File: config.mk
export PLATFORM = sky130hd
export DESIGN_NAME = spireg_master
export DESIGN_NICKNAME = d
export VERILOG_FILES = /design/src/rtl/spireg_master.sv
export SDC_FILE = /design/constraint.sdc
export NUM_CORES = 1
export LEC_CHECK = 0
export ABC_AREA = 1
export BUFFER_PORTS_ARGS = -buffer_cell sky130_fd_sc_hd__clkbuf_2
export CORE_MARGIN = 4
export CORE_UTILIZATION = 50
export DETAILED_ROUTE_END_ITERATION = 7
export GPL_TIMING_DRIVEN = 0
export MAX_ROUTING_LAYER = met4
export PLACE_DENSITY = 0.81
export SYNTH_ARGS = -nofsm -noshare
export SYNTH_HDL_FRONTEND = slang
export SYNTH_SLANG_ARGS = --single-unit
File: constraint.sdc
create_clock -name clk -period 1.85 [get_ports clk]
set_input_delay 0.185 -clock clk [delete_from_list [all_inputs] [get_ports clk]]
set_output_delay 0.185 -clock clk [all_outputs]
set_load 0.02 [all_outputs]
File: src/rtl/spireg_master.sv
// rtl/spireg_master.sv - SPI mode-0 master issuing single-register read/write frames to a spireg slave
//
// Purpose:
//   Accepts one register request on a valid/ready handshake and turns it into a
//   single SPI frame: an 8-bit header (bit7 = write, low bits = address) followed
//   by REG_W data bits, MSB first. Read data comes back on a one-cycle rsp_valid.
//
// Ports:
//   clk, rst        system clock, asynchronous active-high reset
//   req_valid/ready request handshake; req_write/req_addr/req_wdata captured on accept
//   rsp_valid       one-cycle pulse at the end of every completed frame
//   rsp_rdata       read data (0 for writes), held until the next rsp_valid
//   busy            high from acceptance until req_ready returns
//   sclk/nss/mosi   SPI outputs (sclk idle low, nss active low)
//   miso            SPI input, asynchronous to clk
module spireg_master #(
    parameter int ADDR_W  = 3,
    parameter int REG_W   = 8,
    parameter int CLK_DIV = 4,
    parameter int CS_GAP  = 2
) (
    input  logic              clk,
    input  logic              rst,
    input  logic              req_valid,
    output logic              req_ready,
    input  logic              req_write,
    input  logic [ADDR_W-1:0] req_addr,
    input  logic [REG_W-1:0]  req_wdata,
    output logic              rsp_valid,
    output logic [REG_W-1:0]  rsp_rdata,
    output logic              busy,
    output logic              sclk,
    output logic              nss,
    output logic              mosi,
    input  logic              miso
);

    localparam int N     = 8 + REG_W;
    localparam int DIV_W = $clog2(CLK_DIV) + 1;
    localparam int BIT_W = $clog2(N) + 1;
    localparam int GAP_W = $clog2(CS_GAP) + 1;

    typedef enum logic [1:0] {
        IDLE,
        SHIFT,
        HOLD,
        GAP
    } state_t;

    state_t             state_q, state_d;
    logic [DIV_W-1:0]   div_q, div_d;
    logic               phase_q, phase_d;   // 0 = sclk low phase, 1 = sclk high phase
    logic [BIT_W-1:0]   bit_q, bit_d;
    logic [GAP_W-1:0]   gap_q, gap_d;
    logic [N-1:0]       tx_q, tx_d;
    logic [REG_W-1:0]   rx_q, rx_d;
    logic               wr_q, wr_d;
    logic               miso_s1_q, miso_s2_q;

    logic               req_ready_q, req_ready_d;
    logic               rsp_valid_q, rsp_valid_d;
    logic [REG_W-1:0]   rsp_rdata_q, rsp_rdata_d;
    logic               busy_q, busy_d;
    logic               sclk_q, sclk_d;
    logic               nss_q, nss_d;
    logic               mosi_q, mosi_d;

    logic [7:0]         hdr;
    logic [N-1:0]       frame;
    logic               div_end;

    // Header bits [6:ADDR_W] come out as zero from the zero-extending cast.
    always_comb begin
        hdr    = 8'(req_addr);
        hdr[7] = req_write;
        frame  = {hdr, (req_write ? req_wdata : {REG_W{1'b0}})};
    end

    assign div_end = (div_q == DIV_W'(CLK_DIV - 1));

    always_comb begin
        state_d     = state_q;
        div_d       = div_q;
        phase_d     = phase_q;
        bit_d       = bit_q;
        gap_d       = gap_q;
        tx_d        = tx_q;
        rx_d        = rx_q;
        wr_d        = wr_q;
        req_ready_d = req_ready_q;
        rsp_valid_d = 1'b0;
        rsp_rdata_d = rsp_rdata_q;
        busy_d      = busy_q;
        sclk_d      = sclk_q;
        nss_d       = nss_q;
        mosi_d      = mosi_q;

        case (state_q)
            IDLE: begin
                if (req_valid) begin
                    state_d     = SHIFT;
                    tx_d        = frame;
                    wr_d        = req_write;
                    mosi_d      = frame[N-1];
                    nss_d       = 1'b0;
                    sclk_d      = 1'b0;
                    req_ready_d = 1'b0;
                    busy_d      = 1'b1;
                    div_d       = '0;
                    phase_d     = 1'b0;
                    bit_d       = '0;
                end
            end

            SHIFT: begin
                if (div_end) begin
                    div_d = '0;
                    if (!phase_q) begin
                        phase_d = 1'b1;
                        sclk_d  = 1'b1;
                    end else begin
                        // Last clk cycle of the high phase: take the synchronized miso.
                        phase_d = 1'b0;
                        sclk_d  = 1'b0;
                        rx_d    = {rx_q[REG_W-2:0], miso_s2_q};
                        if (bit_q == BIT_W'(N - 1)) begin
                            state_d = HOLD;
                        end else begin
                            bit_d  = bit_q + 1'b1;
                            tx_d   = tx_q << 1;
                            mosi_d = tx_q[N-2];
                        end
                    end
                end else begin
                    div_d = div_q + 1'b1;
                end
            end

            HOLD: begin
                if (div_end) begin
                    state_d     = GAP;
                    nss_d       = 1'b1;
                    mosi_d      = 1'b0;
                    rsp_valid_d = 1'b1;
                    rsp_rdata_d = wr_q ? {REG_W{1'b0}} : rx_q;
                    gap_d       = '0;
                end else begin
                    div_d = div_q + 1'b1;
                end
            end

            GAP: begin
                if (gap_q == GAP_W'(CS_GAP - 1)) begin
                    state_d     = IDLE;
                    req_ready_d = 1'b1;
                    busy_d      = 1'b0;
                end else begin
                    gap_d = gap_q + 1'b1;
                end
            end

            default: begin
                state_d = IDLE;
            end
        endcase
    end

    always_ff @(posedge clk or posedge rst) begin
        if (rst) begin
            state_q     <= IDLE;
            div_q       <= '0;
            phase_q     <= 1'b0;
            bit_q       <= '0;
            gap_q       <= '0;
            tx_q        <= '0;
            rx_q        <= '0;
            wr_q        <= 1'b0;
            miso_s1_q   <= 1'b0;
            miso_s2_q   <= 1'b0;
            req_ready_q <= 1'b1;
            rsp_valid_q <= 1'b0;
            rsp_rdata_q <= '0;
            busy_q      <= 1'b0;
            sclk_q      <= 1'b0;
            nss_q       <= 1'b1;
            mosi_q      <= 1'b0;
        end else begin
            state_q     <= state_d;
            div_q       <= div_d;
            phase_q     <= phase_d;
            bit_q       <= bit_d;
            gap_q       <= gap_d;
            tx_q        <= tx_d;
            rx_q        <= rx_d;
            wr_q        <= wr_d;
            miso_s1_q   <= miso;
            miso_s2_q   <= miso_s1_q;
            req_ready_q <= req_ready_d;
            rsp_valid_q <= rsp_valid_d;
            rsp_rdata_q <= rsp_rdata_d;
            busy_q      <= busy_d;
            sclk_q      <= sclk_d;
            nss_q       <= nss_d;
            mosi_q      <= mosi_d;
        end
    end

    assign req_ready = req_ready_q;
    assign rsp_valid = rsp_valid_q;
    assign rsp_rdata = rsp_rdata_q;
    assign busy      = busy_q;
    assign sclk      = sclk_q;
    assign nss       = nss_q;
    assign mosi      = mosi_q;

endmodule

[After elaboration in Yosys (flattened, before gate mapping)]
Index checks and enable logic that the tools add are counted.
Storage, ports and cells
  bits in registers: 52
  input bits: 16
  output and inout bits: 14
  word-level logic and storage cells: 96
Cells by class
  $add $sub $neg: 3
  eq/ne operators: 15
  multiplexer cells: 45
  reduce and logical (&&, ||, !) cells: 17
Operators with widths (number)
  $mux 15: 4
  $pmux 15 s2: 1
  $mux 5: 4
  $ne 2x2->1 const B: 9
  $reduce_and 3->1: 6
  $mux 2: 8
  $mux 8: 2
  $mux 1: 14
  $reduce_and 6->1: 2
  $pmux 5 s2: 1
  $mux 3: 3
  $pmux 3 s3: 1
  $pmux 1 s2: 4
  $pmux 2 s4: 1
  $reduce_bool 2->1: 4
  $add 5x1->5 const B: 1
  $eq 5x4->1 const B: 1
  $reduce_and 5->1: 1
  $eq 2x1->1 const B: 2
  $eq 2x2->1 const B: 2
  $pmux 2 s2: 1
  $reduce_and 2->1: 2
  $add 3x1->3 const B: 1
  $eq 3x2->1 const B: 1
  other kinds (4): 4

[Longest topological paths before layout]
  word-level depth: 5
  depth in mapped cells: 11
  mapped depth without buffers: 9

[Worst setup path before layout]
No wires, ideal clock.
  path type: reg2reg
  from: reg bit_q[0]
  to: reg bit_q[3]
  library setup time: 116 ps
  arrival: 1437 ps
  data required time: 1734 ps
  path slack: 296 ps
  cell stages (with the launch flop): 10
  buffers on the path: 1
  clock period less this slack: 1554 ps
  cells stage by stage: dfrtp_1 -> ha_1 -> nand2_1 -> nor2_1 -> ha_1 -> o21ai_1 -> nand2_2 -> buf_6 -> nand2_1 -> nand2_1
On the way
  longest elaborated chain between the ends: 5
  elaborated cells between the ends (all ways): 8
  those cells by class: add/sub: 1; eq/ne: 2; mux: 4; reduce/logical: 1
Ends and longest elaborated chain
  start, declared: line 53  | logic [BIT_W-1:0] bit_q, bit_d;
  start signal, assigned: line 191  | bit_q <= bit_d;
  $add 5x1->5: line 129  | bit_d = bit_q + 1'b1;
  $mux 5: line 126  | if (bit_q == BIT_W'(N - 1)) begin
  $mux 5: line 118  | if (!phase_q) begin
  $mux 5: line 116  | if (div_end) begin
  $pmux 5 s2: line 98  | case (state_q)
Several ways; a longest one is shown, not always the timed one. The select of a mux whose other input is x is not followed.
A chain may end at the register's enable or synchronous reset.

[Final worst setup path]
  from: reg bit_q[0]
  to: reg bit_q[2]
The elaborated chain is that of the path after synthesis.

==> run summary <==
Synth-to-Final Area Change: 14.2%
Path type of the worst setup path: register to register
Sequential-to-total area share from yosys stat: 50.6%
Worst-case clock buffer depth: 2
Max Clock Skew: 8.40 ps
CTS tree: done
Net count of the finished layout: 384
Final hold vios: 0
Port Buffer Count: 28
Initial antenna violation count: 0
Detailed-route vias per instance: 4.88
HPWL after detailed placement: 3530 µm
Wire length of the first global-routing pass: 8760 µm
Sinks on Clock Net: 52
Post-route DRC: 0
First-iteration detailed-routing DRC count: 105
Total of max-cap violations: 0
Total iterations of the first detailed-routing run: 4
Critical Path RT: 2100 ps
Dominant delay contributor by cell family on the critical path: simple AND/OR/NAND/NOR gates
Class of the tightest hold or removal check: input port to register
Post-placement setup slack: 143 ps
Endpoint class of the critical path: register
Maximum number of pins on one net before global-route repair: 28
Final Max Slew Viols: 0
Critical path cell sequence: ha_1 > nand2_1 > nor2_1 > ha_1 > nand2_1 > nand3_1 > nor2_2 > buf_4 > nand2_1 > nand2_1
Initial core utilization: 53.2%
Final routed wirelength across all metal layers: 4800 µm
Worst VDD drop: 0.702 mV
Number of fill cells: 425
Reported leakage power: 0.00160 µW
Tot GR Track Use: 18.0%
Number of levels the H-tree was split into: 2
Kind of start point of the critical path: register
Die Footprint: 6370 µm²
GRT overflow: 0
Count of vias placed by the detailed router: 2071
Clock transition at the registers of the reported paths: 90 ps
Overall die height: 79.8 µm
Total power of the final layout: 3910 µW
Standard-cell row count: 25
CP arrival: 1920 ps
Via count of the first global-routing pass: 2024
Seq cells post-synth: 52
Gp weighted congestion: 0.838
Setup TNS Final: 0 ps
Setup ws final: 180 ps
Buffer and inverter count on the worst path: 1
Final cycle utilization of the critical path: 90.3%
Mapped Cells: 317
Highest achievable clock rate: 0.599 GHz
Total clock buffers created by CTS: 5
Setup repair after global routing missed its margin: no
Root buffer cell: sky130_fd_sc_hd__clkbuf_8
Layout cells sized above 1: 17.4%
Number of failing setup endpoints in the final timing report: 0
Peak fanout along the critical path: 10
Worst-skew pair later-pin latency: 310 ps
Syn_nets: 345
Slowest CP cell: sky130_fd_sc_hd__dfrtp_1
Diode count: 0
Placeable core region: 4850 µm²
Slew at the pin closest to its max-slew limit: 536 ps
Power per standard cell area: 1330 nW/µm²
Utilization of the core after routing: 60.7%
Number of nets with antenna violations after detailed routing: 0
Average cell area after synthesis: 8.13 µm²
Clock period minus worst slack: 1670 ps
Cell occurring most often along the worst timing path: sky130_fd_sc_hd__nand2_1
Cell area after synthesis: 2580 µm²
Top Ports: 30
Slowest cell delay on critical path: 430 ps
Netlist cell types: 29
Horizontal extent of the die: 79.8 µm
Worst slew margin: 64.2%
Count of warnings emitted by yosys: 0
Status: finished clean
Average wire length per cell after detail routing: 11.3 µm
[flip-flops by register name (all words and copies together) (netlist names)]
| name | count |
|---|---|
| gap_q | 2 |
| req_ready | 1 |
| mosi | 1 |
| wr_q | 1 |
| rx_q | 8 |
| div_q | 3 |
| rsp_valid | 1 |
| sclk | 1 |
| miso_s1_q | 1 |
| nss | 1 |
| tx_q | 15 |
| bit_q | 5 |
| busy | 1 |
| rsp_rdata | 8 |
| state_q | 2 |
| miso_s2_q | 1 |
[stage by stage]
step	area, µm²	hold slack (ps)	cells
after floorplan	2580	216	317
after global placement	2800	294	412
after detailed placement	2820	250	413
after CTS	2930	152	423
after global routing	2940	193	424
final	2940	162	424
[metal layers]
metal / up-vias / GRT usage, % / part of all wire, %
met5: - / - / 0
met4: 0 / 7.09 / 1.6
met3: 5 / 4.29 / 5.8
met2: 44 / 29.5 / 48
met1: 962 / 21.7 / 45
li1: 1060 / - / -
[layout by cell type, fill, tap and decap left out, types with 2 or more instances in the layout]
| cell | n |
|---|---|
| sky130_fd_sc_hd__nand2_1 | 132 |
| sky130_fd_sc_hd__dfrtp_1 | 50 |
| sky130_fd_sc_hd__inv_1 | 32 |
| sky130_fd_sc_hd__clkbuf_2 | 28 |
| sky130_fd_sc_hd__nand3_1 | 18 |
| sky130_fd_sc_hd__nor2_1 | 12 |
| sky130_fd_sc_hd__o21ai_0 | 12 |
| sky130_fd_sc_hd__ha_1 | 12 |
| sky130_fd_sc_hd__o31ai_1 | 9 |
| sky130_fd_sc_hd__buf_4 | 6 |
| sky130_fd_sc_hd__clkbuf_8 | 5 |
| sky130_fd_sc_hd__nand2_2 | 4 |
| sky130_fd_sc_hd__a21oi_1 | 4 |
| sky130_fd_sc_hd__o21ai_1 | 4 |
| sky130_fd_sc_hd__buf_2 | 3 |
| sky130_fd_sc_hd__inv_2 | 2 |
| sky130_fd_sc_hd__buf_6 | 2 |
| sky130_fd_sc_hd__dlygate4sd3_1 | 2 |
| sky130_fd_sc_hd__dfstp_2 | 2 |
[synthesized netlist by cell type (all sizes together)]
master | instances | share of area [%]
o21a | 1 | 0.29
or2 | 1 | 0.24
nand3 | 19 | 3.9
clkbuf | 1 | 0.15
o21ai | 17 | 3.3
inv | 35 | 5.2
a21oi | 4 | 0.78
nor3b | 1 | 0.29
nor2 | 14 | 2.4
buf | 11 | 3.1
dfrtp | 50 | 49
nand4 | 1 | 0.24
dfstp | 2 | 2.0
nand2 | 136 | 20
mux2i | 1 | 0.39
o22ai | 1 | 0.24
ha | 12 | 5.8
nand3b | 1 | 0.29
o31ai | 9 | 2.6
[what timing repair did]
item | in CTS | in global routing
buffers inserted | 0 | 1
endpoints found under the setup margin | 0 | 17
endpoints found under the hold margin | 24 | 0
hold buffers | 2 | 0
resized for setup | 0 | 1
[cell families (layout without fill, tap and decap cells)]
group / after synthesis / count (layout) / synth area share, %
compound gates: 32 / 32 / 7.23
mux: 1 / 1 / 0.388
buf+inv: 47 / 87 / 8.40
simple gates: 173 / 173 / 27.6
flops: 52 / 52 / 50.6
fa+ha+maj: 12 / 12 / 5.83
[where the power goes]
group          total (µW)  leakage, µW  internal (µW)  switching (µW)
clock                 643    0.0000445            269             374
combinational        1750     0.000863            629            1120
sequential           1520     0.000689           1380             140
[worst register-to-register path, stage by stage, from the launching register on]
cell	delay (ps)
sky130_fd_sc_hd__dfrtp_1	430
sky130_fd_sc_hd__ha_1	230
sky130_fd_sc_hd__nand2_1	80
sky130_fd_sc_hd__nor2_1	50
sky130_fd_sc_hd__ha_1	220
sky130_fd_sc_hd__nand2_1	80
sky130_fd_sc_hd__nand3_1	80
sky130_fd_sc_hd__nor2_2	120
sky130_fd_sc_hd__buf_4	180
sky130_fd_sc_hd__nand2_1	70
sky130_fd_sc_hd__nand2_1	70
[area by class of cell]
class                           count  area (µm²)  area share (%)
Buffer                             12        82.6            2.81
Clock buffer                        5        68.8            2.34
Clock inverter                      3        21.3           0.723
Inverter                           35         134            4.55
Multi-Input combinational cell    218        1060            36.1
Sequential cell                    52        1300            44.3
Tap cell                           67        83.8            2.85
Timing Repair Buffer               32         188            6.38
[path summary, 6_finish.rpt]
kind,slack (ps),endpoint,from,depth (start not counted)
min in group asynchronous,450,miso_s2_q,rst,3
max reg2reg,180,bit_q[2],bit_q[0],10
min,160,tx_q[0],req_wdata[0],5
min reg2reg,350,miso_s2_q,miso_s1_q,0
max,180,bit_q[2],bit_q[0],10
max in group asynchronous,860,state_q[1],rst,4
(Power assumes the default switching activity.)
